[src/rtl/fb_pkg.sv]
// fb_pkg: frame-buffer widths, read-return source tags and freeze-controller states
package fb_pkg;
  localparam int FB_AW = 19;
  localparam int FB_DW = 12;
  typedef enum logic [1:0] {SRC_NONE, SRC_VGA, SRC_AUX} src_t;
  typedef enum logic [1:0] {LIVE, FREEZE_PEND, FROZEN, RESUME_PEND} frz_t;
endpackage

[src/rtl/fb_port_arbiter_if.sv]
// fb_port_arbiter_if: requester and BRAM signals of the frame-buffer arbiter
//   slave  : arbiter side (camera/vga/aux/freeze/mem_dout in; grants, read returns, mem_* out)
//   master : requester and memory side (mirror of slave)
interface fb_port_arbiter_if;
  import fb_pkg::*;
  logic             cam_we;
  logic [FB_AW-1:0] cam_addr;
  logic [FB_DW-1:0] cam_data;
  logic             cam_frame_start;
  logic             freeze_req;
  logic             frozen;
  logic             vga_re;
  logic [FB_AW-1:0] vga_addr;
  logic [FB_DW-1:0] vga_data;
  logic             vga_valid;
  logic             aux_req;
  logic             aux_we;
  logic [FB_AW-1:0] aux_addr;
  logic [FB_DW-1:0] aux_wdata;
  logic             aux_gnt;
  logic [FB_DW-1:0] aux_rdata;
  logic             aux_rvalid;
  logic             cam_ovf;
  logic             cam_ovf_clr;
  logic             mem_en;
  logic             mem_we;
  logic [FB_AW-1:0] mem_addr;
  logic [FB_DW-1:0] mem_din;
  logic [FB_DW-1:0] mem_dout;
  modport slave (
    input  cam_we, cam_addr, cam_data, cam_frame_start, freeze_req, vga_re, vga_addr,
           aux_req, aux_we, aux_addr, aux_wdata, cam_ovf_clr, mem_dout,
    output frozen, vga_data, vga_valid, aux_gnt, aux_rdata, aux_rvalid, cam_ovf,
           mem_en, mem_we, mem_addr, mem_din
  );
  modport master (
    output cam_we, cam_addr, cam_data, cam_frame_start, freeze_req, vga_re, vga_addr,
           aux_req, aux_we, aux_addr, aux_wdata, cam_ovf_clr, mem_dout,
    input  frozen, vga_data, vga_valid, aux_gnt, aux_rdata, aux_rvalid, cam_ovf,
           mem_en, mem_we, mem_addr, mem_din
  );
endinterface

[src/rtl/fb_wr_fifo.sv]
// fb_wr_fifo: synchronous camera write FIFO with occupancy count
//   clk, rst (sync, active-low); push/din write; pop advances head; dout = head; count = occupancy
module fb_wr_fifo #(
  parameter int DEPTH = 4,
  parameter int W = 31
) (
  input  logic                    clk,
  input  logic                    rst,
  input  logic                    push,
  input  logic                    pop,
  input  logic [W-1:0]            din,
  output logic [W-1:0]            dout,
  output logic [$clog2(DEPTH):0]  count
);
  localparam int AW = $clog2(DEPTH);
  localparam int CW = AW + 1;
  logic [W-1:0]  buf_q [DEPTH];
  logic [AW-1:0] wr_q, wr_d, rd_q, rd_d;
  logic [CW-1:0] cnt_q, cnt_d;
  always_comb begin
    wr_d = push ? wr_q + AW'(1) : wr_q;
    rd_d = pop ? rd_q + AW'(1) : rd_q;
    cnt_d = cnt_q + CW'(push) - CW'(pop);
  end
  always_ff @(posedge clk) begin
    if (!rst) begin
      wr_q <= '0;
      rd_q <= '0;
      cnt_q <= '0;
    end else begin
      wr_q <= wr_d;
      rd_q <= rd_d;
      cnt_q <= cnt_d;
    end
  end
  // a push into a full FIFO lands in the slot the simultaneous pop just vacated
  always_ff @(posedge clk) if (push) buf_q[wr_q] <= din;
  assign dout = buf_q[rd_q];
  assign count = cnt_q;
endmodule

[src/rtl/fb_port_arbiter.sv]
// fb_port_arbiter: single-port frame-buffer BRAM arbiter for camera writes, VGA reads and aux host
//   clk, rst (sync, active-low); bus.slave carries camera/freeze, VGA, aux and mem_* signals
//   one registered access per cycle: VGA > urgent camera pop > aux > camera pop
module fb_port_arbiter import fb_pkg::*; #(
  parameter int MEM_LAT = 1,
  parameter int FIFO_DEPTH = 4
) (
  input logic               clk,
  input logic               rst,
  fb_port_arbiter_if.slave  bus
);
  localparam int CW = $clog2(FIFO_DEPTH) + 1;
  localparam int EW = FB_AW + FB_DW;
  frz_t st_q, st_d;
  src_t tag_q [MEM_LAT+1];
  src_t tag_d [MEM_LAT+1];
  logic [CW-1:0] cnt;
  logic [EW-1:0] head;
  logic urgent, pop, push, drop, discard, gnt;
  logic mem_en_q, mem_en_d, mem_we_q, mem_we_d, cam_ovf_q, cam_ovf_d;
  logic [FB_AW-1:0] mem_addr_q, mem_addr_d;
  logic [FB_DW-1:0] mem_din_q, mem_din_d;
  fb_wr_fifo #(.DEPTH(FIFO_DEPTH), .W(EW)) u_fifo (
    .clk(clk),
    .rst(rst),
    .push(push),
    .pop(pop),
    .din({bus.cam_addr, bus.cam_data}),
    .dout(head),
    .count(cnt)
  );
  always_comb begin
    urgent = cnt >= CW'(FIFO_DEPTH - 1);
    pop = !bus.vga_re && cnt != '0 && (urgent || !bus.aux_req);
    gnt = !bus.vga_re && !urgent && bus.aux_req;
    // the frame-start pulse itself is the first discarded (freezing) or first kept (resuming) pixel
    discard = st_q == FROZEN || (st_q == RESUME_PEND && !bus.cam_frame_start) ||
              (st_q == FREEZE_PEND && bus.cam_frame_start);
    push = bus.cam_we && !discard && (cnt != CW'(FIFO_DEPTH) || pop);
    drop = bus.cam_we && !discard && cnt == CW'(FIFO_DEPTH) && !pop;
    cam_ovf_d = drop || (cam_ovf_q && !bus.cam_ovf_clr);
    mem_en_d = bus.vga_re || pop || gnt;
    mem_we_d = pop || (gnt && bus.aux_we);
    mem_addr_d = bus.vga_re ? bus.vga_addr : pop ? head[EW-1:FB_DW] : gnt ? bus.aux_addr : '0;
    mem_din_d = pop ? head[FB_DW-1:0] : (gnt && bus.aux_we) ? bus.aux_wdata : '0;
    tag_d[0] = bus.vga_re ? SRC_VGA : (gnt && !bus.aux_we) ? SRC_AUX : SRC_NONE;
    for (int i = 1; i <= MEM_LAT; i++) tag_d[i] = tag_q[i-1];
    st_d = st_q;
    case (st_q)
      LIVE:        st_d = bus.freeze_req ? FREEZE_PEND : LIVE;
      FREEZE_PEND: st_d = bus.cam_frame_start ? FROZEN : bus.freeze_req ? FREEZE_PEND : LIVE;
      FROZEN:      st_d = bus.freeze_req ? FROZEN : RESUME_PEND;
      RESUME_PEND: st_d = bus.cam_frame_start ? LIVE : bus.freeze_req ? FROZEN : RESUME_PEND;
      default:     st_d = LIVE;
    endcase
  end
  always_ff @(posedge clk) begin
    if (!rst) begin
      st_q <= LIVE;
      tag_q <= '{default: SRC_NONE};
      cam_ovf_q <= 1'b0;
      mem_en_q <= 1'b0;
      mem_we_q <= 1'b0;
      mem_addr_q <= '0;
      mem_din_q <= '0;
    end else begin
      st_q <= st_d;
      tag_q <= tag_d;
      cam_ovf_q <= cam_ovf_d;
      mem_en_q <= mem_en_d;
      mem_we_q <= mem_we_d;
      mem_addr_q <= mem_addr_d;
      mem_din_q <= mem_din_d;
    end
  end
  assign bus.frozen = st_q == FROZEN || st_q == RESUME_PEND;
  assign bus.aux_gnt = gnt && rst;
  assign bus.vga_valid = tag_q[MEM_LAT] == SRC_VGA;
  assign bus.aux_rvalid = tag_q[MEM_LAT] == SRC_AUX;
  assign bus.vga_data = bus.vga_valid ? bus.mem_dout : '0;
  assign bus.aux_rdata = bus.aux_rvalid ? bus.mem_dout : '0;
  assign bus.cam_ovf = cam_ovf_q;
  assign bus.mem_en = mem_en_q;
  assign bus.mem_we = mem_we_q;
  assign bus.mem_addr = mem_addr_q;
  assign bus.mem_din = mem_din_q;
endmodule

[src/flat_wrapper.sv]
// flat-port wrapper written by rule: the top's interface ports become plain ports
module fb_port_arbiter_flat import fb_pkg::*;
#(
  parameter int MEM_LAT = 1,
  parameter int FIFO_DEPTH = 4
)
  (clk, rst, bus_cam_we, bus_cam_addr, bus_cam_data, bus_cam_frame_start, bus_freeze_req, bus_vga_re, bus_vga_addr, bus_aux_req, bus_aux_we, bus_aux_addr, bus_aux_wdata, bus_cam_ovf_clr, bus_mem_dout, bus_frozen, bus_vga_data, bus_vga_valid, bus_aux_gnt, bus_aux_rdata, bus_aux_rvalid, bus_cam_ovf, bus_mem_en, bus_mem_we, bus_mem_addr, bus_mem_din);
  fb_port_arbiter_if bus_i ();
  input logic clk;
  input logic rst;
  input wire logic [$bits(bus_i.cam_we)-1:0] bus_cam_we;
  input wire logic [$bits(bus_i.cam_addr)-1:0] bus_cam_addr;
  input wire logic [$bits(bus_i.cam_data)-1:0] bus_cam_data;
  input wire logic [$bits(bus_i.cam_frame_start)-1:0] bus_cam_frame_start;
  input wire logic [$bits(bus_i.freeze_req)-1:0] bus_freeze_req;
  input wire logic [$bits(bus_i.vga_re)-1:0] bus_vga_re;
  input wire logic [$bits(bus_i.vga_addr)-1:0] bus_vga_addr;
  input wire logic [$bits(bus_i.aux_req)-1:0] bus_aux_req;
  input wire logic [$bits(bus_i.aux_we)-1:0] bus_aux_we;
  input wire logic [$bits(bus_i.aux_addr)-1:0] bus_aux_addr;
  input wire logic [$bits(bus_i.aux_wdata)-1:0] bus_aux_wdata;
  input wire logic [$bits(bus_i.cam_ovf_clr)-1:0] bus_cam_ovf_clr;
  input wire logic [$bits(bus_i.mem_dout)-1:0] bus_mem_dout;
  output wire logic [$bits(bus_i.frozen)-1:0] bus_frozen;
  output wire logic [$bits(bus_i.vga_data)-1:0] bus_vga_data;
  output wire logic [$bits(bus_i.vga_valid)-1:0] bus_vga_valid;
  output wire logic [$bits(bus_i.aux_gnt)-1:0] bus_aux_gnt;
  output wire logic [$bits(bus_i.aux_rdata)-1:0] bus_aux_rdata;
  output wire logic [$bits(bus_i.aux_rvalid)-1:0] bus_aux_rvalid;
  output wire logic [$bits(bus_i.cam_ovf)-1:0] bus_cam_ovf;
  output wire logic [$bits(bus_i.mem_en)-1:0] bus_mem_en;
  output wire logic [$bits(bus_i.mem_we)-1:0] bus_mem_we;
  output wire logic [$bits(bus_i.mem_addr)-1:0] bus_mem_addr;
  output wire logic [$bits(bus_i.mem_din)-1:0] bus_mem_din;
  assign bus_i.cam_we = bus_cam_we;
  assign bus_i.cam_addr = bus_cam_addr;
  assign bus_i.cam_data = bus_cam_data;
  assign bus_i.cam_frame_start = bus_cam_frame_start;
  assign bus_i.freeze_req = bus_freeze_req;
  assign bus_i.vga_re = bus_vga_re;
  assign bus_i.vga_addr = bus_vga_addr;
  assign bus_i.aux_req = bus_aux_req;
  assign bus_i.aux_we = bus_aux_we;
  assign bus_i.aux_addr = bus_aux_addr;
  assign bus_i.aux_wdata = bus_aux_wdata;
  assign bus_i.cam_ovf_clr = bus_cam_ovf_clr;
  assign bus_i.mem_dout = bus_mem_dout;
  assign bus_frozen = bus_i.frozen;
  assign bus_vga_data = bus_i.vga_data;
  assign bus_vga_valid = bus_i.vga_valid;
  assign bus_aux_gnt = bus_i.aux_gnt;
  assign bus_aux_rdata = bus_i.aux_rdata;
  assign bus_aux_rvalid = bus_i.aux_rvalid;
  assign bus_cam_ovf = bus_i.cam_ovf;
  assign bus_mem_en = bus_i.mem_en;
  assign bus_mem_we = bus_i.mem_we;
  assign bus_mem_addr = bus_i.mem_addr;
  assign bus_mem_din = bus_i.mem_din;
  fb_port_arbiter #(.MEM_LAT(MEM_LAT), .FIFO_DEPTH(FIFO_DEPTH)) u_core (.clk(clk), .rst(rst), .bus(bus_i));
endmodule
[config.mk]
export PLATFORM = sky130hd
export DESIGN_NAME = fb_port_arbiter_flat
export DESIGN_NICKNAME = d
export VERILOG_FILES = /design/src/rtl/fb_pkg.sv /design/src/rtl/fb_port_arbiter_if.sv /design/src/rtl/fb_wr_fifo.sv /design/src/rtl/fb_port_arbiter.sv /design/src/flat_wrapper.sv
export SDC_FILE = /design/constraint.sdc
export NUM_CORES = 1
export LEC_CHECK = 0
export ABC_AREA = 1
export CAP_MARGIN = 40
export CORE_UTILIZATION = 45
export DETAILED_ROUTE_END_ITERATION = 8
export PLACE_DENSITY_LB_ADDON = 0.08
export SLEW_MARGIN = 20
export SYNTH_ARGS = -nofsm -noshare
export SYNTH_HDL_FRONTEND = slang
export SYNTH_SLANG_ARGS = --single-unit
[constraint.sdc]
create_clock -name clk -period 3.5 [get_ports clk]
set_input_delay 0.7 -clock clk [delete_from_list [all_inputs] [get_ports clk]]
set_output_delay 0.7 -clock clk [all_outputs]
set_load 0.05 [all_outputs]
==> impl_results.html, run 1 <==
<table>
<tr><th>Metric</th><th>Value</th></tr>
<tr><th colspan="2">Status</th></tr>
<tr><td>Status</td><td>finished, final reports clean</td></tr>
<tr><th colspan="2">Place</th></tr>
<tr><td>Count of buffers inserted at the top-level ports</td><td>163</td></tr>
<tr><td>Placed cell areas</td><td>0.00897 sq mm</td></tr>
<tr><td>Sum of net half-perimeters after detailed placement</td><td>10100 um</td></tr>
<tr><td># placed instances</td><td>1050</td></tr>
<tr><td>Routability Congestion</td><td>0.726</td></tr>
<tr><th colspan="2">Clock network</th></tr>
<tr><td>CTS resizes</td><td>0</td></tr>
<tr><td>Total number of H-tree levels</td><td>4</td></tr>
<tr><td>Buffer depth of the longest clock path</td><td>2</td></tr>
<tr><td>Total CTS buffers</td><td>17</td></tr>
<tr><td>Clock insertion delay at the later pin of the skew report</td><td>420 ps</td></tr>
<tr><td>Total of hold buffers inserted after clock tree synthesis</td><td>0</td></tr>
<tr><td>TritonCTS clock tree</td><td>yes</td></tr>
<tr><td>Post-CTS clock slew at the launch and capture registers of the worst setup and hold paths</td><td>70 ps</td></tr>
<tr><td>Post-CTS setup repair buffer count</td><td>0</td></tr>
<tr><td>Clock root buffer</td><td>sky130_fd_sc_hd__clkbuf_16</td></tr>
<tr><td>Total number of clock tree sinks</td><td>173</td></tr>
<tr><th colspan="2">Power</th></tr>
<tr><td>Proportion of power drawn by combinational gates</td><td>22.8%</td></tr>
<tr><td>Internal portion of total power</td><td>4.07 mW</td></tr>
<tr><td>Leakage Power</td><td>3.90 nW</td></tr>
<tr><td>Switching share of power</td><td>29.3%</td></tr>
<tr><td>Pwr per Cell Area</td><td>600 mW/mm^2</td></tr>
<tr><td>Seq pwr share</td><td>43.0%</td></tr>
<tr><td>IR Drop Worst-Case VDD</td><td>0.377 mV</td></tr>
<tr><td>Switching pwr</td><td>1.68 mW</td></tr>
<tr><td>Clock power frac</td><td>34.2%</td></tr>
<tr><th colspan="2">Route</th></tr>
<tr><td>Drt first-iter violations</td><td>262</td></tr>
<tr><td>Antenna-violating nets left</td><td>0</td></tr>
<tr><td>Pre-Repair DR Iteration Count</td><td>7</td></tr>
<tr><td>Via count of the routed design</td><td>5222</td></tr>
<tr><td>Total wire length</td><td>16100 um</td></tr>
<tr><td>Routed wirelength normalized by instance count</td><td>14.8 um</td></tr>
<tr><td>Number of vias per cell</td><td>4.82</td></tr>
<tr><td>Remaining routing DRC violations</td><td>0</td></tr>
<tr><th colspan="2">Logic synthesis</th></tr>
<tr><td>Number of distinct library cell variants in the gate-level netlist after synthesis</td><td>27</td></tr>
<tr><td>Post-synthesis sequential area ratio</td><td>66.2%</td></tr>
<tr><td>Count of yosys warnings during synthesis</td><td>0</td></tr>
<tr><td>Cell area after synthesis</td><td>0.00711 sq mm</td></tr>
<tr><td>Post-synthesis register bit count</td><td>173</td></tr>
<tr><td>Post-synthesis net count</td><td>803</td></tr>
<tr><td>Average cell area after synthesis</td><td>10.3 sq um</td></tr>
<tr><td>Number of instances in the synthesized netlist</td><td>693</td></tr>
<tr><th colspan="2">Timing</th></tr>
<tr><td>Worst hold margin</td><td>414 ps</td></tr>
<tr><td>Fin crit period</td><td>2840 ps</td></tr>
<tr><td>Highest clock rate</td><td>352 MHz</td></tr>
<tr><td>Period utilization</td><td>81.2%</td></tr>
<tr><td>Worst-Margin Slew</td><td>751 ps</td></tr>
<tr><td>Worst setup skew after layout</td><td>6.18 ps</td></tr>
<tr><td>Setup repair after global routing missed its margin</td><td>no</td></tr>
<tr><td>Setup TNS Final</td><td>0 ps</td></tr>
<tr><td>Total setup violations reported at the end of the flow</td><td>0</td></tr>
<tr><td>Max Transition Viols Final</td><td>0</td></tr>
<tr><td>Fin. Hold Viols</td><td>0</td></tr>
<tr><td>Max-slew headroom at the worst pin</td><td>49.9%</td></tr>
<tr><th colspan="2">Floorplan</th></tr>
<tr><td>Floorplan row count</td><td>45</td></tr>
<tr><td>Height of the chip</td><td>128 um</td></tr>
<tr><td>Core Region</td><td>0.0153 sq mm</td></tr>
<tr><td>Number of placed I/O pins</td><td>164</td></tr>
<tr><td>Starting Density</td><td>46.4%</td></tr>
<tr><td>Die area</td><td>0.0163 sq mm</td></tr>
<tr><td>Die outline width</td><td>128 um</td></tr>
<tr><th colspan="2">Critical path</th></tr>
<tr><td>Crit end category</td><td>output pin</td></tr>
<tr><td>Slack of the worst reg-to-reg path</td><td>1120 ps</td></tr>
<tr><td>Arrival time of the worst setup path</td><td>2140 ps</td></tr>
<tr><td>R2r endpoint</td><td>u_core.u_fifo.count[2]</td></tr>
<tr><td>Worst endpoint required time</td><td>2800 ps</td></tr>
<tr><td>Category of the critical setup timing path</td><td>in2out</td></tr>
<tr><td>Reg-to-reg critical path startpoint</td><td>u_core.u_fifo.count[1]</td></tr>
<tr><td>FF-to-FF path depth</td><td>12</td></tr>
<tr><td>Startpoint Class</td><td>input port</td></tr>
<tr><td>Maximum fanout along the worst path</td><td>2</td></tr>
<tr><th colspan="2">Global route</th></tr>
<tr><td>Vias in the first global route</td><td>5182</td></tr>
<tr><td>First-pass GRT wire length</td><td>25900 um</td></tr>
<tr><td>Maximum number of pins on one net before global-route repair</td><td>55</td></tr>
<tr><td>Antenna violations before repair</td><td>0</td></tr>
<tr><td>Remaining Overflow, GRT</td><td>0</td></tr>
<tr><td>GR Util All Layers</td><td>20.9%</td></tr>
<tr><th colspan="2">Min path</th></tr>
<tr><td>Hold Path Stages</td><td>2</td></tr>
<tr><td>Start point of the worst min-delay path</td><td>u_core.tag_d[1]</td></tr>
<tr><td>Endpoint, Worst Hold</td><td>u_core.tag_q[1]</td></tr>
<tr><td>Path type of the worst min-delay path</td><td>reg2reg</td></tr>
<tr><th colspan="2">Final layout</th></tr>
<tr><td>Fin util</td><td>62.6%</td></tr>
<tr><td>Nets</td><td>968</td></tr>
<tr><td>Ratio of cells with drive above 1 in the final layout</td><td>7.35%</td></tr>
<tr><td>Fin cells</td><td>1083</td></tr>
<tr><td>Area overhead of the layout relative to synthesis</td><td>34.9%</td></tr>
<tr><td>Final non-filler cell area</td><td>0.00959 sq mm</td></tr>
<tr><th colspan="2">Run</th></tr>
<tr><td>Number of max-capacitance violations reported</td><td>0</td></tr>
</table>
[critical path: stages]
cell	delay, ps
sky130_fd_sc_hd__clkdlybuf4s50_1	450
sky130_fd_sc_hd__inv_1	50
sky130_fd_sc_hd__nor2_1	120
sky130_fd_sc_hd__clkdlybuf4s50_1	820
[worst max-delay path by stage]
stage	startpoint	to	slack (ps)	depth (start not counted)
finish	bus_mem_dout[1]	bus_vga_data[1]	660	4
CTS	bus_mem_dout[0]	bus_aux_rdata[0]	650	4
floorplan	bus_cam_frame_start	u_core.u_fifo.buf_q[0][0]	440	5
global placement	bus_cam_frame_start	u_core.u_fifo.count[2]	450	11
detailed placement	bus_cam_frame_start	u_core.u_fifo.count[2]	420	11
global route	bus_mem_dout[0]	bus_aux_rdata[0]	580	4
[stage by stage]
stage	power (mW)	setup WS [ps]
CTS	5.81	648
floorplan	3.40	438
global placement	3.79	450
global route	6.04	584
detailed placement	3.84	423
finish	5.75	658
[sequential cells by signal, indices dropped and copies added, names as in the netlist, 2 cells and up, named ones only]
register,count
u_core.u_fifo.buf_q,124
u_core.tag_d,2
u_core.u_fifo.rd_q,2
u_core.bus.mem_din,12
u_core.bus.mem_addr,19
u_core.u_fifo.wr_q,2
u_core.st_q,2
u_core.u_fifo.count,3
u_core.tag_q,2
[area by class of cell]
type                    count  area, sq um
diodes                      1         2.50
clock buffers              17          425
clock inverters            15          193
fillers                  1290         5720
inverters                  80          305
multi-input cells         405         1910
flip-flops and latches    173         4700
well taps                 211          264
repair buffers            181         1790
[cells in the mapped netlist (all sizes together)]
cell type | number | area share (%)
nand2 | 238 | 13
edfxtp | 124 | 52
inv | 80 | 4.3
dfxtp | 49 | 14
a21oi | 46 | 3.3
nor2 | 40 | 2.3
o211ai | 38 | 4.0
buf | 25 | 2.6
nand3 | 15 | 1.1
o21ai | 14 | 0.99
clkbuf | 10 | 0.53
ha | 7 | 1.2
nor3 | 2 | 0.14
xor2 | 2 | 0.25
fa | 1 | 0.28
or2 | 1 | 0.088
xnor2 | 1 | 0.12
[power groups by stage]
stage / logic [mW] / registers (mW) / clock network, mW
after detailed placement: 1.32 / 2.52 / 0
after global routing: 1.46 / 2.49 / 2.09
after global placement: 1.28 / 2.51 / 0
after floorplan: 0.744 / 2.66 / 0
after CTS: 1.33 / 2.48 / 2.00
final: 1.31 / 2.47 / 1.97
[cell usage in the layout, fill, tap and decap left out]
master | Yosys | layout
sky130_fd_sc_hd__nor2_1 | 38 | 34
sky130_fd_sc_hd__or2_2 | 1 | 1
sky130_fd_sc_hd__nor2_2 | 1 | 1
sky130_fd_sc_hd__clkbuf_16 | 0 | 17
sky130_fd_sc_hd__inv_6 | 0 | 4
sky130_fd_sc_hd__buf_12 | 0 | 2
sky130_fd_sc_hd__inv_4 | 2 | 2
sky130_fd_sc_hd__xnor2_1 | 1 | 1
sky130_fd_sc_hd__xor2_1 | 2 | 2
sky130_fd_sc_hd__inv_1 | 77 | 77
sky130_fd_sc_hd__inv_2 | 1 | 1
sky130_fd_sc_hd__buf_4 | 8 | 17
sky130_fd_sc_hd__a21oi_2 | 1 | 1
sky130_fd_sc_hd__nand2_1 | 236 | 236
sky130_fd_sc_hd__o211ai_1 | 38 | 38
sky130_fd_sc_hd__nor2_4 | 1 | 5
sky130_fd_sc_hd__nor3_1 | 2 | 2
sky130_fd_sc_hd__o21ai_0 | 1 | 1
sky130_fd_sc_hd__diode_2 | 0 | 1
sky130_fd_sc_hd__dfxtp_1 | 49 | 49
sky130_fd_sc_hd__a21oi_1 | 45 | 45
sky130_fd_sc_hd__o21ai_1 | 13 | 13
sky130_fd_sc_hd__bufinv_16 | 0 | 4
sky130_fd_sc_hd__nand3_1 | 15 | 15
sky130_fd_sc_hd__clkinv_2 | 0 | 6
sky130_fd_sc_hd__nand2_4 | 1 | 1
sky130_fd_sc_hd__clkinvlp_4 | 0 | 1
sky130_fd_sc_hd__fa_1 | 1 | 1
sky130_fd_sc_hd__clkdlybuf4s50_1 | 0 | 162
sky130_fd_sc_hd__nand2_2 | 1 | 1
sky130_fd_sc_hd__edfxtp_1 | 124 | 124
sky130_fd_sc_hd__ha_1 | 7 | 7
[layer usage]
layer,vias to the layer above,share of wire (%),GRT usage (%)
met5,-,0,0
met4,0,1.3,7.27
met3,16,6.7,4.76
met2,173,49,36.5
met1,2436,43,25.6
li1,2597,-,-
[cells by family (layout without fill, tap and decap cells)]
| family | after synthesis | after routing | synth area share [%] |
|---|---|---|---|
| other | 0 | 1 | 0 |
| flip-flops | 173 | 173 | 66.2 |
| adder cells (fa/ha/maj) | 8 | 8 | 1.51 |
| AND/OR/NAND/NOR | 296 | 296 | 16.2 |
| XOR/XNOR | 3 | 3 | 0.370 |
| buffers and inverters | 115 | 293 | 7.39 |
| AO/OA/AOI/OAI | 98 | 98 | 8.29 |
Power figures use the tool's default switching activity.
==> run 2: changes to the inputs <==
==> constraint.sdc (replaced) <==
create_clock -name clk -period 2.6 [get_ports clk]
set_input_delay 0.52 -clock clk [delete_from_list [all_inputs] [get_ports clk]]
set_output_delay 0.52 -clock clk [all_outputs]
set_load 0.05 [all_outputs]
==> impl_results.html, run 2 (synthesized netlist as in run 1, its figures left out) <==
<table>
<tr><th>Metric</th><th>Value</th></tr>
<tr><th colspan="2">Final layout</th></tr>
<tr><td>Ratio of cells with drive above 1 in the final layout</td><td>10.5% (was 7.35%)</td></tr>
<tr><td>Nets</td><td>976 (was 968)</td></tr>
<tr><td>Fin cells</td><td>1090 (was 1083)</td></tr>
<tr><td>Area overhead of the layout relative to synthesis</td><td>35.8% (was 34.9%)</td></tr>
<tr><td>Register with the highest flop count</td><td>u_core.u_fifo.buf_q (unchanged)</td></tr>
<tr><td>Leading cell types in the layout, fill and taps excluded</td><td>236 x sky130_fd_sc_hd__nand2_1, 138 x sky130_fd_sc_hd__clkdlybuf4s50_1, 124 x sky130_fd_sc_hd__edfxtp_1, 77 x sky130_fd_sc_hd__inv_1, 49 x sky130_fd_sc_hd__dfxtp_1 (was 236 x sky130_fd_sc_hd__nand2_1, 162 x sky130_fd_sc_hd__clkdlybuf4s50_1, 124 x sky130_fd_sc_hd__edfxtp_1, 77 x sky130_fd_sc_hd__inv_1, 49 x sky130_fd_sc_hd__dfxtp_1)</td></tr>
<tr><td>Most common cell after layout, fill and taps aside</td><td>sky130_fd_sc_hd__nand2_1 (unchanged)</td></tr>
<tr><td>Max FFs per register</td><td>124 (unchanged)</td></tr>
<tr><td>ANT cells</td><td>0 (was 1)</td></tr>
<tr><th colspan="2">Floorplan</th></tr>
<tr><td>Core Region</td><td>0.0153 sq mm (unchanged)</td></tr>
<tr><td>Number of placed I/O pins</td><td>164 (unchanged)</td></tr>
<tr><td>Die outline width</td><td>128 um (unchanged)</td></tr>
<tr><td>Floorplan row count</td><td>45 (unchanged)</td></tr>
<tr><td>Starting Density</td><td>46.4% (unchanged)</td></tr>
<tr><td>Height of the chip</td><td>128 um (unchanged)</td></tr>
<tr><td>Die area</td><td>0.0163 sq mm (unchanged)</td></tr>
<tr><th colspan="2">Clock network</th></tr>
<tr><td>Buffer depth of the longest clock path</td><td>2 (unchanged)</td></tr>
<tr><td>Clock insertion delay at the later pin of the skew report</td><td>430 ps (was 420 ps)</td></tr>
<tr><td>Total number of H-tree levels</td><td>4 (unchanged)</td></tr>
<tr><td>CTS resizes</td><td>0 (unchanged)</td></tr>
<tr><td>Clock root buffer</td><td>sky130_fd_sc_hd__clkbuf_16 (unchanged)</td></tr>
<tr><td>TritonCTS clock tree</td><td>yes (unchanged)</td></tr>
<tr><td>Post-CTS clock slew at the launch and capture registers of the worst setup and hold paths</td><td>60 ps (was 70 ps)</td></tr>
<tr><td>Total number of clock tree sinks</td><td>173 (unchanged)</td></tr>
<tr><td>Total CTS buffers</td><td>17 (unchanged)</td></tr>
<tr><td>Total of hold buffers inserted after clock tree synthesis</td><td>0 (unchanged)</td></tr>
<tr><td>Post-CTS setup repair buffer count</td><td>0 (unchanged)</td></tr>
<tr><th colspan="2">Status</th></tr>
<tr><td>Status</td><td>finished, final reports clean (unchanged)</td></tr>
<tr><th colspan="2">Critical path</th></tr>
<tr><td>Crit end category</td><td>output pin (unchanged)</td></tr>
<tr><td>Reg-to-reg critical path startpoint</td><td>u_core.u_fifo.count[2] (was u_core.u_fifo.count[1])</td></tr>
<tr><td>Worst endpoint required time</td><td>2080 ps (was 2800 ps)</td></tr>
<tr><td>Category of the critical setup timing path</td><td>reg2out (was in2out)</td></tr>
<tr><td>Startpoint Class</td><td>flip-flop (was input port)</td></tr>
<tr><td>Setup crit start</td><td>u_core.tag_q[0] (was bus_mem_dout[1])</td></tr>
<tr><td>Arrival time of the worst setup path</td><td>1930 ps (was 2140 ps)</td></tr>
<tr><td>Maximum fanout along the worst path</td><td>13 (was 2)</td></tr>
<tr><th colspan="2">Route</th></tr>
<tr><td>Antenna-violating nets left</td><td>0 (unchanged)</td></tr>
<tr><td>Routed wirelength normalized by instance count</td><td>14.7 um (was 14.8 um)</td></tr>
<tr><td>Remaining routing DRC violations</td><td>0 (unchanged)</td></tr>
<tr><td>Number of vias per cell</td><td>4.79 (was 4.82)</td></tr>
<tr><td>Drt first-iter violations</td><td>352 (was 262)</td></tr>
<tr><td>Via count of the routed design</td><td>5218 (was 5222)</td></tr>
<tr><td>Total wire length</td><td>16000 um (was 16100 um)</td></tr>
<tr><td>Pre-Repair DR Iteration Count</td><td>5 (was 7)</td></tr>
<tr><th colspan="2">Power</th></tr>
<tr><td>Switching share of power</td><td>28.5% (was 29.3%)</td></tr>
<tr><td>Switching pwr</td><td>2.24 mW (was 1.68 mW)</td></tr>
<tr><td>Proportion of power drawn by combinational gates</td><td>23.2% (was 22.8%)</td></tr>
<tr><td>Clock power frac</td><td>34.4% (was 34.2%)</td></tr>
<tr><td>Final total power</td><td>7.85 mW (was 5.75 mW)</td></tr>
<tr><td>IR Drop Worst-Case VDD</td><td>0.566 mV (was 0.377 mV)</td></tr>
<tr><td>Pwr per Cell Area</td><td>814 mW/mm^2 (was 600 mW/mm^2)</td></tr>
<tr><td>Internal portion of total power</td><td>5.62 mW (was 4.07 mW)</td></tr>
<tr><td>Leakage Power</td><td>4.00 nW (was 3.90 nW)</td></tr>
<tr><td>Seq pwr share</td><td>42.4% (was 43.0%)</td></tr>
<tr><th colspan="2">Global route</th></tr>
<tr><td>Maximum number of pins on one net before global-route repair</td><td>57 (was 55)</td></tr>
<tr><td>First-pass GRT wire length</td><td>25000 um (was 25900 um)</td></tr>
<tr><td>Remaining Overflow, GRT</td><td>0 (unchanged)</td></tr>
<tr><td>GR Util All Layers</td><td>20.5% (was 20.9%)</td></tr>
<tr><td>Vias in the first global route</td><td>5073 (was 5182)</td></tr>
<tr><td>Antenna violations before repair</td><td>0 (unchanged)</td></tr>
<tr><th colspan="2">Min path</th></tr>
<tr><td>Path type of the worst min-delay path</td><td>reg2reg (unchanged)</td></tr>
<tr><td>Start point of the worst min-delay path</td><td>u_core.tag_d[1] (unchanged)</td></tr>
<tr><th colspan="2">Timing</th></tr>
<tr><td>Worst setup skew after layout</td><td>9.52 ps (was 6.18 ps)</td></tr>
<tr><td>Total setup violations reported at the end of the flow</td><td>0 (unchanged)</td></tr>
<tr><td>Fin crit period</td><td>2450 ps</td></tr>
<tr><td>Highest clock rate</td><td>408 MHz</td></tr>
<tr><td>Worst-Margin Slew</td><td>721 ps (was 751 ps)</td></tr>
<tr><td>Period utilization</td><td>94.4%</td></tr>
<tr><td>Setup repair after global routing missed its margin</td><td>no (unchanged)</td></tr>
<tr><td>Max Transition Viols Final</td><td>0 (unchanged)</td></tr>
<tr><td>Max-slew headroom at the worst pin</td><td>51.9% (was 49.9%)</td></tr>
<tr><td>Fin. Hold Viols</td><td>0 (unchanged)</td></tr>
<tr><th colspan="2">Place</th></tr>
<tr><td># placed instances</td><td>1058 (was 1050)</td></tr>
<tr><td>Sum of net half-perimeters after detailed placement</td><td>10200 um (was 10100 um)</td></tr>
<tr><td>Routability Congestion</td><td>0.730 (was 0.726)</td></tr>
<tr><td>Count of buffers inserted at the top-level ports</td><td>163 (unchanged)</td></tr>
<tr><th colspan="2">Run</th></tr>
<tr><td>Number of max-capacitance violations reported</td><td>0 (unchanged)</td></tr>
</table>
==> run 2: cell types whose count changed in the layout (fill, tap and decap cells not counted), sizes merged <==
| cell | delta |
|---|---|
| buf | +32 |
| clkbuf | +3 |
| clkdlybuf4s50 | -24 |
| bufinv | +1 |
| inv | -4 |
| diode | -1 |
==> run 2: metal layers <==
metal  routed length (um)  up-vias  share of wire, %  GRT usage [%]
met4                  191        0               1.2           8.03
li1                     -     2612                 -              -
met5                    0        -                 0              0
met2                 7910      168                49           35.8
met3                  926       10               5.8           4.59
met1                 6960     2428                44           24.8
==> run 2: layout make-up <==
cell class,count,area (sq um)
Sequential cell,173,4700
Clock inverter,12,194
Timing Repair Buffer,189,1840
Clock buffer,20,437
Inverter,80,305
Tap cell,211,264
Multi-Input combinational cell,405,1910
Fill cell,1248,5660
==> run 2: per-stage QoR <==
stage / hold slack (ps) / utilization (%) / TNS (ps) / area, sq um / setup WS, ps
floorplan: 390 / - / -35020 / 7110 / -282
global placement: 403 / 58.9 / -95.4 / 9020 / -82.5
detailed placement: 404 / 58.9 / -204 / 9020 / -142
CTS: 418 / 63.0 / 0 / 9650 / 126
global route: 439 / 63.0 / 0 / 9650 / 17.2
finish: 420 / 63.0 / 0 / 9650 / 147
==> run 2: worst max-delay path, stage by stage (launching register included) <==
cell,delay (ps)
sky130_fd_sc_hd__dfxtp_1,300
sky130_fd_sc_hd__inv_1,60
sky130_fd_sc_hd__nand2_1,240
sky130_fd_sc_hd__inv_1,110
sky130_fd_sc_hd__clkdlybuf4s50_1,800
==> run 2: power groups by stage <==
stage	Combinational [mW]	Sequential (mW)	Clock [mW]
detailed placement	1.84	3.39	0
global placement	1.79	3.38	0
CTS	1.85	3.33	2.74
global route	2.01	3.35	2.85
floorplan	1.00	3.58	0
finish	1.83	3.33	2.70
==> run 2: final timing paths <==
kind,endpoint,slack (ps),cells after the start
worst min register to register,u_core.tag_q[1],420,2
worst min-delay path,u_core.tag_q[1],420,2
worst max-delay path,bus_aux_rvalid,150,4
worst max register to register,u_core.u_fifo.count[2],340,13
==> run 3: changes to the inputs <==
--- a/config.mk
+++ b/config.mk
@@ -7,9 +7,10 @@
 export LEC_CHECK = 0
 export ABC_AREA = 1
 export CAP_MARGIN = 40
+export CORE_ASPECT_RATIO = 0.8
 export CORE_UTILIZATION = 45
 export DETAILED_ROUTE_END_ITERATION = 8
-export PLACE_DENSITY_LB_ADDON = 0.08
+export PLACE_DENSITY = 0.77
 export SLEW_MARGIN = 20
 export SYNTH_ARGS = -nofsm -noshare
 export SYNTH_HDL_FRONTEND = slang
==> impl_results.html, run 3 (synthesized netlist as in run 1, its figures left out) <==
<table>
<tr><th>Metric</th><th>Value</th></tr>
<tr><th colspan="2">Timing</th></tr>
<tr><td>Setup repair after global routing missed its margin</td><td>no (unchanged)</td></tr>
<tr><td>Max-slew headroom at the worst pin</td><td>57.7% (was 51.9%)</td></tr>
<tr><td>Fin crit period</td><td>2440 ps (was 2450 ps)</td></tr>
<tr><td>Highest clock rate</td><td>410 MHz (was 408 MHz)</td></tr>
<tr><td>Period utilization</td><td>93.8% (was 94.4%)</td></tr>
<tr><td>Final Worst Setup Slack</td><td>162 ps (was 147 ps)</td></tr>
<tr><td>Worst-Margin Slew</td><td>633 ps (was 721 ps)</td></tr>
<tr><td>Fin. Hold Viols</td><td>0 (unchanged)</td></tr>
<tr><td>Worst setup skew after layout</td><td>11.8 ps (was 9.52 ps)</td></tr>
<tr><td>Max Transition Viols Final</td><td>0 (unchanged)</td></tr>
<tr><td>Total setup violations reported at the end of the flow</td><td>0 (unchanged)</td></tr>
<tr><th colspan="2">Final layout</th></tr>
<tr><td>Max FFs per register</td><td>124 (unchanged)</td></tr>
<tr><td>Leading cell types in the layout, fill and taps excluded</td><td>236 x sky130_fd_sc_hd__nand2_1, 138 x sky130_fd_sc_hd__clkdlybuf4s50_1, 124 x sky130_fd_sc_hd__edfxtp_1, 77 x sky130_fd_sc_hd__inv_1, 49 x sky130_fd_sc_hd__dfxtp_1 (unchanged)</td></tr>
<tr><td>Register with the highest flop count</td><td>u_core.u_fifo.buf_q (unchanged)</td></tr>
<tr><td>Nets</td><td>975 (was 976)</td></tr>
<tr><td>Final non-filler cell area</td><td>0.00970 sq mm (was 0.00965 sq mm)</td></tr>
<tr><td>ANT cells</td><td>0 (unchanged)</td></tr>
<tr><td>Most common cell after layout, fill and taps aside</td><td>sky130_fd_sc_hd__nand2_1 (unchanged)</td></tr>
<tr><td>Area overhead of the layout relative to synthesis</td><td>36.5% (was 35.8%)</td></tr>
<tr><td>Fin cells</td><td>1088 (was 1090)</td></tr>
<tr><td>Fin util</td><td>63.8% (was 63.0%)</td></tr>
<tr><td>Ratio of cells with drive above 1 in the final layout</td><td>10.8% (was 10.5%)</td></tr>
<tr><th colspan="2">Critical path</th></tr>
<tr><td>Category of the critical setup timing path</td><td>reg2out (unchanged)</td></tr>
<tr><td>Crit-path slowest cell</td><td>sky130_fd_sc_hd__dfxtp_1 (was sky130_fd_sc_hd__clkdlybuf4s50_1)</td></tr>
<tr><td>Startpoint Class</td><td>flip-flop (unchanged)</td></tr>
<tr><td>Crit end category</td><td>output pin (unchanged)</td></tr>
<tr><td>Maximum fanout along the worst path</td><td>3 (was 13)</td></tr>
<tr><td>Reg-to-reg critical path startpoint</td><td>u_core.u_fifo.count[2] (unchanged)</td></tr>
<tr><td>Arrival time of the worst setup path</td><td>1920 ps (was 1930 ps)</td></tr>
<tr><td>Cell-by-cell trace of the critical path</td><td>inv_1 &gt; ha_1 &gt; o21ai_1 &gt; nand2_2 &gt; buf_4 &gt; nor2_4 &gt; inv_2 &gt; nor2_1 &gt; buf_12 (was inv_1 &gt; nand2_1 &gt; inv_1 &gt; clkdlybuf4s50_1)</td></tr>
<tr><td>Worst endpoint required time</td><td>2080 ps (about the same)</td></tr>
<tr><td>Slack of the worst reg-to-reg path</td><td>400 ps (was 340 ps)</td></tr>
<tr><td>Max incr delay on CP</td><td>340 ps (was 800 ps)</td></tr>
<tr><td>FF-to-FF path depth</td><td>13 (unchanged)</td></tr>
<tr><td>R2r endpoint</td><td>u_core.u_fifo.count[2] (unchanged)</td></tr>
<tr><td>Setup crit start</td><td>u_core.u_fifo.count[2] (was u_core.tag_q[0])</td></tr>
<tr><th colspan="2">Place</th></tr>
<tr><td>Sum of net half-perimeters after detailed placement</td><td>11100 um (was 10200 um)</td></tr>
<tr><td># placed instances</td><td>1056 (was 1058)</td></tr>
<tr><td>Count of buffers inserted at the top-level ports</td><td>163 (unchanged)</td></tr>
<tr><td>Worst Setup Slack post-DPL</td><td>-144 ps (was -142 ps)</td></tr>
<tr><td>Routability Congestion</td><td>0.805 (was 0.730)</td></tr>
<tr><td>Placed cell areas</td><td>0.00914 sq mm (was 0.00902 sq mm)</td></tr>
<tr><th colspan="2">Global route</th></tr>
<tr><td>Remaining Overflow, GRT</td><td>0 (unchanged)</td></tr>
<tr><td>Antenna violations before repair</td><td>0 (unchanged)</td></tr>
<tr><td>First-pass GRT wire length</td><td>25700 um (was 25000 um)</td></tr>
<tr><td>GR Util All Layers</td><td>21.4% (was 20.5%)</td></tr>
<tr><td>Maximum number of pins on one net before global-route repair</td><td>57 (unchanged)</td></tr>
<tr><td>Vias in the first global route</td><td>5122 (was 5073)</td></tr>
<tr><th colspan="2">Route</th></tr>
<tr><td>Drt first-iter violations</td><td>337 (was 352)</td></tr>
<tr><td>Number of vias per cell</td><td>4.83 (was 4.79)</td></tr>
<tr><td>Total wire length</td><td>16500 um (was 16000 um)</td></tr>
<tr><td>Via count of the routed design</td><td>5259 (was 5218)</td></tr>
<tr><td>Routed wirelength normalized by instance count</td><td>15.2 um (was 14.7 um)</td></tr>
<tr><td>Remaining routing DRC violations</td><td>0 (unchanged)</td></tr>
<tr><td>Pre-Repair DR Iteration Count</td><td>5 (unchanged)</td></tr>
<tr><td>Antenna-violating nets left</td><td>0 (unchanged)</td></tr>
<tr><th colspan="2">Floorplan</th></tr>
<tr><td>Die outline width</td><td>143 um (was 128 um)</td></tr>
<tr><td>Number of placed I/O pins</td><td>164 (unchanged)</td></tr>
<tr><td>Floorplan row count</td><td>40 (was 45)</td></tr>
<tr><td>Die area</td><td>0.0163 sq mm (about the same)</td></tr>
<tr><td>Height of the chip</td><td>114 um (was 128 um)</td></tr>
<tr><td>Core Region</td><td>0.0152 sq mm (was 0.0153 sq mm)</td></tr>
<tr><td>Starting Density</td><td>46.7% (was 46.4%)</td></tr>
<tr><th colspan="2">Power</th></tr>
<tr><td>IR Drop Worst-Case VDD</td><td>0.579 mV (was 0.566 mV)</td></tr>
<tr><td>Clock power frac</td><td>31.9% (was 34.4%)</td></tr>
<tr><td>Switching pwr</td><td>2.33 mW (was 2.24 mW)</td></tr>
<tr><td>Switching share of power</td><td>30.7% (was 28.5%)</td></tr>
<tr><td>Proportion of power drawn by combinational gates</td><td>24.2% (was 23.2%)</td></tr>
<tr><td>Pwr per Cell Area</td><td>783 mW/mm^2 (was 814 mW/mm^2)</td></tr>
<tr><td>Internal portion of total power</td><td>5.26 mW (was 5.62 mW)</td></tr>
<tr><td>Leakage Power</td><td>3.99 nW (was 4.00 nW)</td></tr>
<tr><td>Final total power</td><td>7.59 mW (was 7.85 mW)</td></tr>
<tr><td>Seq pwr share</td><td>43.9% (was 42.4%)</td></tr>
<tr><th colspan="2">Clock network</th></tr>
<tr><td>Total CTS buffers</td><td>17 (unchanged)</td></tr>
<tr><td>Total number of clock tree sinks</td><td>173 (unchanged)</td></tr>
<tr><td>Buffer depth of the longest clock path</td><td>2 (unchanged)</td></tr>
<tr><td>Post-CTS setup repair buffer count</td><td>0 (unchanged)</td></tr>
<tr><td>TritonCTS clock tree</td><td>yes (unchanged)</td></tr>
<tr><td>Total of hold buffers inserted after clock tree synthesis</td><td>0 (unchanged)</td></tr>
<tr><td>Clock insertion delay at the later pin of the skew report</td><td>430 ps (about the same)</td></tr>
<tr><td>Post-CTS clock slew at the launch and capture registers of the worst setup and hold paths</td><td>70 ps (was 60 ps)</td></tr>
<tr><td>CTS resizes</td><td>0 (unchanged)</td></tr>
<tr><td>Total number of H-tree levels</td><td>4 (unchanged)</td></tr>
<tr><td>Clock root buffer</td><td>sky130_fd_sc_hd__clkbuf_16 (unchanged)</td></tr>
<tr><th colspan="2">Status</th></tr>
<tr><td>Status</td><td>finished, final reports clean (unchanged)</td></tr>
<tr><th colspan="2">Min path</th></tr>
<tr><td>Path type of the worst min-delay path</td><td>reg2reg (unchanged)</td></tr>
<tr><td>Hold Path Stages</td><td>2 (unchanged)</td></tr>
<tr><td>Endpoint, Worst Hold</td><td>u_core.tag_q[1] (unchanged)</td></tr>
<tr><td>Start point of the worst min-delay path</td><td>u_core.tag_d[1] (unchanged)</td></tr>
<tr><th colspan="2">Run</th></tr>
<tr><td>Number of max-capacitance violations reported</td><td>0 (unchanged)</td></tr>
</table>
-- run 3: cell types whose count changed in the layout (fill, tap and decap cells not counted), sizes merged --
cell and delta:
buf -1, bufinv -4, clkbuf -3, clkinvlp +2
inv +5
-- run 3: final cells by class --
type | instances | area (sq um)
Timing Repair Buffer | 188 | 1960
Multi-Input combinational cell | 405 | 1910
Clock inverter | 15 | 139
Fill cell | 1245 | 5510
Clock buffer | 17 | 425
Tap cell | 210 | 263
Inverter | 80 | 305
Sequential cell | 173 | 4700
-- run 3: worst max path at each step --
stage / end / slack (ps) / cells past startpoint
finish: bus_aux_gnt / 160 / 9
global route: bus_aux_gnt / 7 / 9
CTS: bus_aux_gnt / 120 / 9
detailed placement: u_core.u_fifo.count[2] / -140 / 11
global placement: u_core.u_fifo.count[2] / -120 / 11
floorplan: u_core.u_fifo.buf_q[0][0] / -280 / 5
-- run 3: layer usage --
| layer | vias to the layer above | part of all wire (%) | global-route usage [%] |
|---|---|---|---|
| met5 | - | 0 | 0 |
| met4 | 0 | 1.4 | 5.88 |
| met3 | 25 | 9.1 | 7.95 |
| met2 | 212 | 46 | 36.0 |
| met1 | 2398 | 43 | 25.8 |
| li1 | 2624 | - | - |
-- run 3: power by group through the flow --
stage	Sequential, mW	Combinational, mW	Clock [mW]
CTS	3.33	1.86	2.46
global route	3.35	2.04	2.59
floorplan	3.58	1.00	0
detailed placement	3.39	1.84	0
global placement	3.38	1.81	0
finish	3.33	1.84	2.42
-- run 3: critical path: cells and delay by family (launching register included) --
kind	cells	cell delay (ps)
compound gates	1	150
fa+ha+maj	1	180
buf+inv	4	450
flops	1	340
simple gates	3	360
-- run 3: metrics by stage --
stage                     hold WS, ps  setup TNS, ps
after floorplan                   390         -35020
after global placement            406           -174
after detailed placement          415           -218
after CTS                         429              0
after global routing              441              0
final                             422              0
